File: src/rtl/medidor_frecuencia.sv
// medidor_frecuencia: gated frequency meter.
// Counts synchronized rising edges of senalEntrada over a window of
// GATE_CYCLES clkNexys2 cycles and publishes the count with a one-cycle
// listo pulse. The edge counter saturates and flags desborde.
module medidor_frecuencia #(
    parameter int GATE_CYCLES = 50_000_000,
    parameter int GATE_W      = 26,
    parameter int FREQ_W      = 26
) (
    input  logic              clkNexys2,
    input  logic              Reset,
    input  logic              habilitar,
    input  logic              senalEntrada,
    output logic [FREQ_W-1:0] frecuencia,
    output logic              desborde,
    output logic              listo
);

    typedef enum logic {
        DETENIDO = 1'b0,
        MIDIENDO = 1'b1
    } estado_t;

    localparam logic [GATE_W-1:0] G_ULTIMO = GATE_W'(GATE_CYCLES - 1);
    localparam logic [FREQ_W-1:0] E_MAX    = '1;

    estado_t r_estado;
    estado_t w_estado_sig;

    logic r_sinc1;
    logic r_sinc2;
    logic r_prev;
    logic w_flanco;

    logic [GATE_W-1:0] r_g;
    logic [FREQ_W-1:0] r_e;
    logic              r_sat;

    logic [GATE_W-1:0] w_g_base;
    logic [FREQ_W-1:0] w_e_base;
    logic              w_sat_base;
    logic              w_cerrar;
    logic              w_tope;
    logic [FREQ_W-1:0] w_e_inc;

    // Two-flop synchronizer plus previous-value flop for edge detection
    always_ff @(posedge clkNexys2) begin
        if (Reset) begin
            r_sinc1 <= 1'b0;
            r_sinc2 <= 1'b0;
            r_prev  <= 1'b0;
        end else begin
            r_sinc1 <= senalEntrada;
            r_sinc2 <= r_sinc1;
            r_prev  <= r_sinc2;
        end
    end

    assign w_flanco = r_sinc2 & ~r_prev;

    // State register: measuring or stopped
    always_ff @(posedge clkNexys2) begin
        if (Reset) begin
            r_estado <= DETENIDO;
        end else begin
            r_estado <= w_estado_sig;
        end
    end

    // Next state follows the enable directly
    always_comb begin
        w_estado_sig = DETENIDO;
        if (habilitar) begin
            w_estado_sig = MIDIENDO;
        end
    end

    // Window control: counters are only trusted while already measuring,
    // so the first enabled cycle after a stop or reset starts from zero
    always_comb begin
        w_g_base   = '0;
        w_e_base   = '0;
        w_sat_base = 1'b0;
        if (r_estado == MIDIENDO) begin
            w_g_base   = r_g;
            w_e_base   = r_e;
            w_sat_base = r_sat;
        end
        w_cerrar = habilitar && (w_g_base == G_ULTIMO);
        w_tope   = w_flanco && (w_e_base == E_MAX);
        w_e_inc  = w_e_base;
        if (w_flanco && !w_tope) begin
            w_e_inc = w_e_base + FREQ_W'(1'b1);
        end
    end

    // Gate/edge counters and result publication.
    // While stopped the counters simply hold; the DETENIDO state masks them
    // to zero on re-enable, equivalent to clearing them every stopped cycle.
    always_ff @(posedge clkNexys2) begin
        if (Reset) begin
            r_g        <= '0;
            r_e        <= '0;
            r_sat      <= 1'b0;
            frecuencia <= '0;
            desborde   <= 1'b0;
            listo      <= 1'b0;
        end else begin
            listo <= 1'b0;
            if (w_cerrar) begin
                frecuencia <= w_e_inc;
                desborde   <= w_sat_base | w_tope;
                listo      <= 1'b1;
                r_g        <= '0;
                r_e        <= '0;
                r_sat      <= 1'b0;
            end else if (habilitar) begin
                r_g   <= w_g_base + GATE_W'(1'b1);
                r_e   <= w_e_inc;
                r_sat <= w_sat_base | w_tope;
            end
        end
    end

endmodule

File: config.mk
export PLATFORM = sky130hd
export DESIGN_NAME = medidor_frecuencia
export DESIGN_NICKNAME = d
export VERILOG_FILES = /design/src/rtl/medidor_frecuencia.sv
export SDC_FILE = /design/constraint.sdc
export NUM_CORES = 1
export LEC_CHECK = 0
export BUFFER_PORTS_ARGS = -buffer_cell sky130_fd_sc_hd__buf_2
export CAP_MARGIN = 10
export CORE_MARGIN = 1
export CORE_UTILIZATION = 35
export CTS_BUF_LIST = sky130_fd_sc_hd__clkbuf_4 sky130_fd_sc_hd__clkbuf_8
export DETAILED_ROUTE_END_ITERATION = 8
export GPL_ROUTABILITY_DRIVEN = 0
export SKIP_CTS_REPAIR_TIMING = 1
export SLEW_MARGIN = 20
export SYNTH_ARGS = -nofsm -noshare
export SYNTH_HDL_FRONTEND = slang
export SYNTH_SLANG_ARGS = --single-unit
export TNS_END_PERCENT = 50
File: constraint.sdc
create_clock -name clkNexys2 -period 4.7 [get_ports clkNexys2]
set_input_delay 1.175 -clock clkNexys2 [delete_from_list [all_inputs] [get_ports clkNexys2]]
set_output_delay 1.175 -clock clkNexys2 [all_outputs]
set_load 0.02 [all_outputs]
==> results by stage <==
Setup path:
- The category of the most critical setup path is reg -> reg.
- STA classifies the critical path endpoint as a flip-flop.
- The cell that appears most often on the critical path is buf_4.
- The worst setup path is launched from a flip-flop.
- The worst register-to-register path has a setup slack of 1.54 ns.
- The start of the worst register-to-register path is r_estado$_SDFF_PP0_.
- Of all nets on the critical path, the largest fanout is 42.
- The critical path buffer and inverter count is 2.
- The largest individual stage delay along the critical path comes from the cell or3_1.
- For the worst flop-to-flop path, the logic depth is 9.
- In this design, the largest share of critical-path delay is due to simple AND/OR/NAND/NOR gates.
- The delay contributed by the slowest stage of the critical path is 0.47 ns.
- The signal on the critical path passes through buf_4, and2_1, ha_1, nand3_1, or3_1, nor4_4, buf_4, nor2_1, a22o_1.
- The required time at the worst-slack endpoint is 4.96 ns.
- The critical path arrival is 3.42 ns.
- In this run the critical register-to-register path is captured at frecuencia[24]$_SDFFE_PP0P_.

Drt:
- Using the TritonRoute via totals, the vias-per-cell ratio works out to 5.482.
- The detailed-route DRC error count is 0.
- Summed over all layers, the routed wires come to 11.79 mm.
- Detailed routing inserted a total of 4199 vias.
- In the final routed layout, each cell accounts on average for 15.39 um.
- The number of search-and-repair iterations in the first detailed-routing pass is 4.
- The violation count after the first detailed-routing iteration is 237.
- The count of nets left with antenna violations once routing finished came out at 0.

Finish:
- Excluding fillers, the count of instances in the completed layout stands at 766.
- The number of antenna diodes in the final layout is 0.
- The final layout contains 595 nets.
- Compared with the post-synthesis result, the final layout area differs by 11.05%.
- Of the cells placed in the final design, the portion with a size suffix greater than 1 is 0.1397.

Global routing:
- The wire length of the first global-routing pass is 19.72 mm.
- The initial antenna violation count came to 0.
- After global routing the overflow that remains totals 0.
- The number of global-route vias before repair was 3946.
- The maximum number of pins on one net before global-route repair is 54.
- In the global route stage, overall resource usage came out at 0.1874.

Placed design:
- The half-perimeter wire length of the detailed placement result is 8.271 mm.
- Port buffering added 31 buffers.
- The number of instances in the placed design is 750.

Job:
- The count of max-cap constraint violations is 0.

Pwr:
- The share of total power dissipated in the clock network is 0.418.
- Of the total power, registers draw 0.541.
- The power density over the cells is 262.1 nW/um^2.
- For this design the total switching power over the nets is 0.3082 mW.
- The maximum vdd drop is 142.2 uV.
- The internal power of the cells totals 1.030 mW.
- The switching power share of the total is 0.2304.
- The relative contribution of combinational cells to total power is 0.041.
- Summed over all cells, the static leakage comes to 1.676 nW.

Logic synthesis:
- Each instance of the synthesized netlist takes up on average 8.023 um^2.
- Yosys printed 0 warnings.
- Synthesis handed over a netlist of 573 instances.
- Summing every instance area after synthesis gives 4597 um^2.
- After synthesis, the netlist uses 58 different library cells.
- Of all flip-flops after synthesis, the portion carrying an async set or reset was 0.
- The number of nets in the synthesized netlist is 579.
- Summed over all instances, the cell type with the most area after synthesis is dfxtp_1.
- The dominant synthesized flop cell is dfxtp_1.
- In this run, synthesis inferred 0 flip-flops with an integrated enable.
- Ranked by total cell area, the synthesized netlist is headed by dfxtp_1 (37%), nand2_1 (6.9%), nor2_1 (5.6%).
- The area fraction of the dominant cell type after synthesis is 0.3702.
- The post-synthesis sequential area ratio is 0.3702.
- The most repeated cell in the gate-level netlist after synthesis is dfxtp_1.
- The commonest cells after synthesis are dfxtp_1 (85), nand2_1 (84), nor2_1 (69).
- The post-synthesis sequential element count is 85.

Clocking:
- The TritonCTS clock tree is yes.
- After clock tree synthesis, the clock-pin slew on the worst setup and hold paths is 0.08 ns.
- The source-to-sink clock delay at the later pin of the worst-skew pair is 0.37 ns.
- The worst-case clock buffer depth is 2.
- The depth of the CTS H-tree is 3.
- The tree built by TritonCTS fans out to 85 sinks.
- The master cell of the clock root buffer is clkbuf_8.
- TritonCTS created 9 clock buffers.

Floorplanning:
- The number of ports placed on the die boundary is 32.
- The initial utilization of the core area, before any placement, comes to 0.3613.
- The floorplan step defined a core boundary enclosing 12720 um^2.
- The height of the die is 116.6 um.
- The die covers 13600 um^2.
- After floorplanning, the core was divided into 41 placement rows.
- The die is 116.6 um wide.

Timing:
- The worst clock skew is 0.007025 ns.
- Dividing the final minimum period by the clock period gives 0.6725.
- The transition time at the pin with the least slew margin is 0.8714 ns.
- Derived from the worst setup path, the maximum achievable clock frequency is 316.4 MHz.
- The number of hold violations in the final report is 0.
- Setup repair after global routing left no endpoint under its margin.
- The setup TNS is 0 ns.
- Setup violations remaining at the end of the flow were counted as 0.
- The number of slew-limit violations in the final report is 0.
- Headroom to the max-slew limit came out at 0.4169.
- The shortest clock period the worst path allows after layout is 3.161 ns.

Min path:
- The class of the most critical hold timing path is reg -> reg.
- In this run the most critical hold path is launched from r_sinc1$_SDFF_PP0_.
- Along the worst hold path, the cell count comes to 1.
- The worst hold endpoint is r_sinc2$_SDFF_PP0_.

Status:
- The run finished with clean final reports.
-- layout make-up --
type | instances | area [um^2]
flip-flops and latches | 85 | 1702
inverters | 5 | 18.77
repair buffers | 40 | 222.7
clock inverters | 3 | 42.54
clock buffers | 13 | 172.7
multi-input cells | 448 | 2731
well taps | 172 | 215.2
fillers | 1344 | 7617
-- layout by cell type, fill, tap and decap left out, types with 5 or more instances in the layout --
master	n
dfxtp_1	85
nand2_1	84
nor2_1	69
nand3_1	34
buf_2	31
nand4_1	19
xnor2_1	19
nand2b_1	19
a21oi_1	19
nor3_1	16
xor2_1	14
a211oi_1	14
clkbuf_8	12
nor2b_1	11
a31oi_1	10
and2_1	9
nor4_1	9
buf_4	9
and3_1	8
mux2_2	7
or4_1	6
mux2i_1	6
o21ai_0	6
inv_1	5
a211oi_2	5
-- state kept, by name, indices dropped and copies added (netlist names) --
| register | flops |
|---|---|
| frecuencia | 26 |
| r_e | 26 |
| r_g | 26 |
| desborde | 1 |
| listo | 1 |
| r_estado | 1 |
| r_prev | 1 |
| r_sat | 1 |
| r_sinc1 | 1 |
| r_sinc2 | 1 |
-- logic make-up after synthesis --
logic type,count (synthesis),share of synthesized area
flops,85,0.3702
xor+xnor,33,0.06287
simple gates,317,0.3606
mux,13,0.03021
fa+ha+maj,2,0.005443
compound gates,83,0.1331
buf+inv,40,0.03756
-- through the flow --
stage | setup slack (ns) | hold WS (ns) | area (um^2) | util | power [mW]
after CTS | 1.549 | 0.4523 | 5105 | 0.4013 | 1.356
final | 1.539 | 0.4441 | 5105 | 0.4013 | 1.338
after detailed placement | 1.403 | 0.4340 | 4890 | 0.3843 | 0.7956
after global placement | 1.439 | 0.4172 | 4890 | 0.3843 | 0.7945
after global routing | 1.328 | 0.4688 | 5105 | 0.4013 | 1.402
after floorplan | 1.447 | 0.4138 | 4597 | - | 0.7786
-- how the worst max path moves through the flow --
stage / startpoint / endpoint / slack (ns) / depth (start not counted)
3_3_place_gp: habilitar / frecuencia[24]$_SDFFE_PP0P_ / 1.44 / 7
6_report: r_estado$_SDFF_PP0_ / frecuencia[24]$_SDFFE_PP0P_ / 1.54 / 9
4_1_cts: r_estado$_SDFF_PP0_ / frecuencia[24]$_SDFFE_PP0P_ / 1.55 / 9
5_1_grt: r_estado$_SDFF_PP0_ / frecuencia[24]$_SDFFE_PP0P_ / 1.33 / 9
3_5_place_dp: habilitar / frecuencia[4]$_SDFFE_PP0P_ / 1.40 / 7
2_1_floorplan: r_estado$_SDFF_PP0_ / r_e[2]$_SDFFE_PP0P_ / 1.45 / 12
-- routing by layer --
layer / vias to the layer above / wire [um] / GRT usage
met1: 1987 / 5475 / 0.2379
met5: - / 0 / 0
met2: 114 / 5540 / 0.3124
met3: 15 / 606 / 0.05189
met4: 0 / 168 / 0.04895
li1: 2083 / - / -
-- power groups by stage --
stage          Sequential, mW  Clock, mW  Combinational [mW]
6_report                0.724      0.559              0.0547
5_1_grt                 0.725      0.618              0.0598
4_1_cts                 0.724      0.577              0.0547
3_5_place_dp            0.741          0              0.0547
3_3_place_gp            0.741          0              0.0537
2_1_floorplan           0.741          0              0.0378
Power figures use the tool's default switching activity.
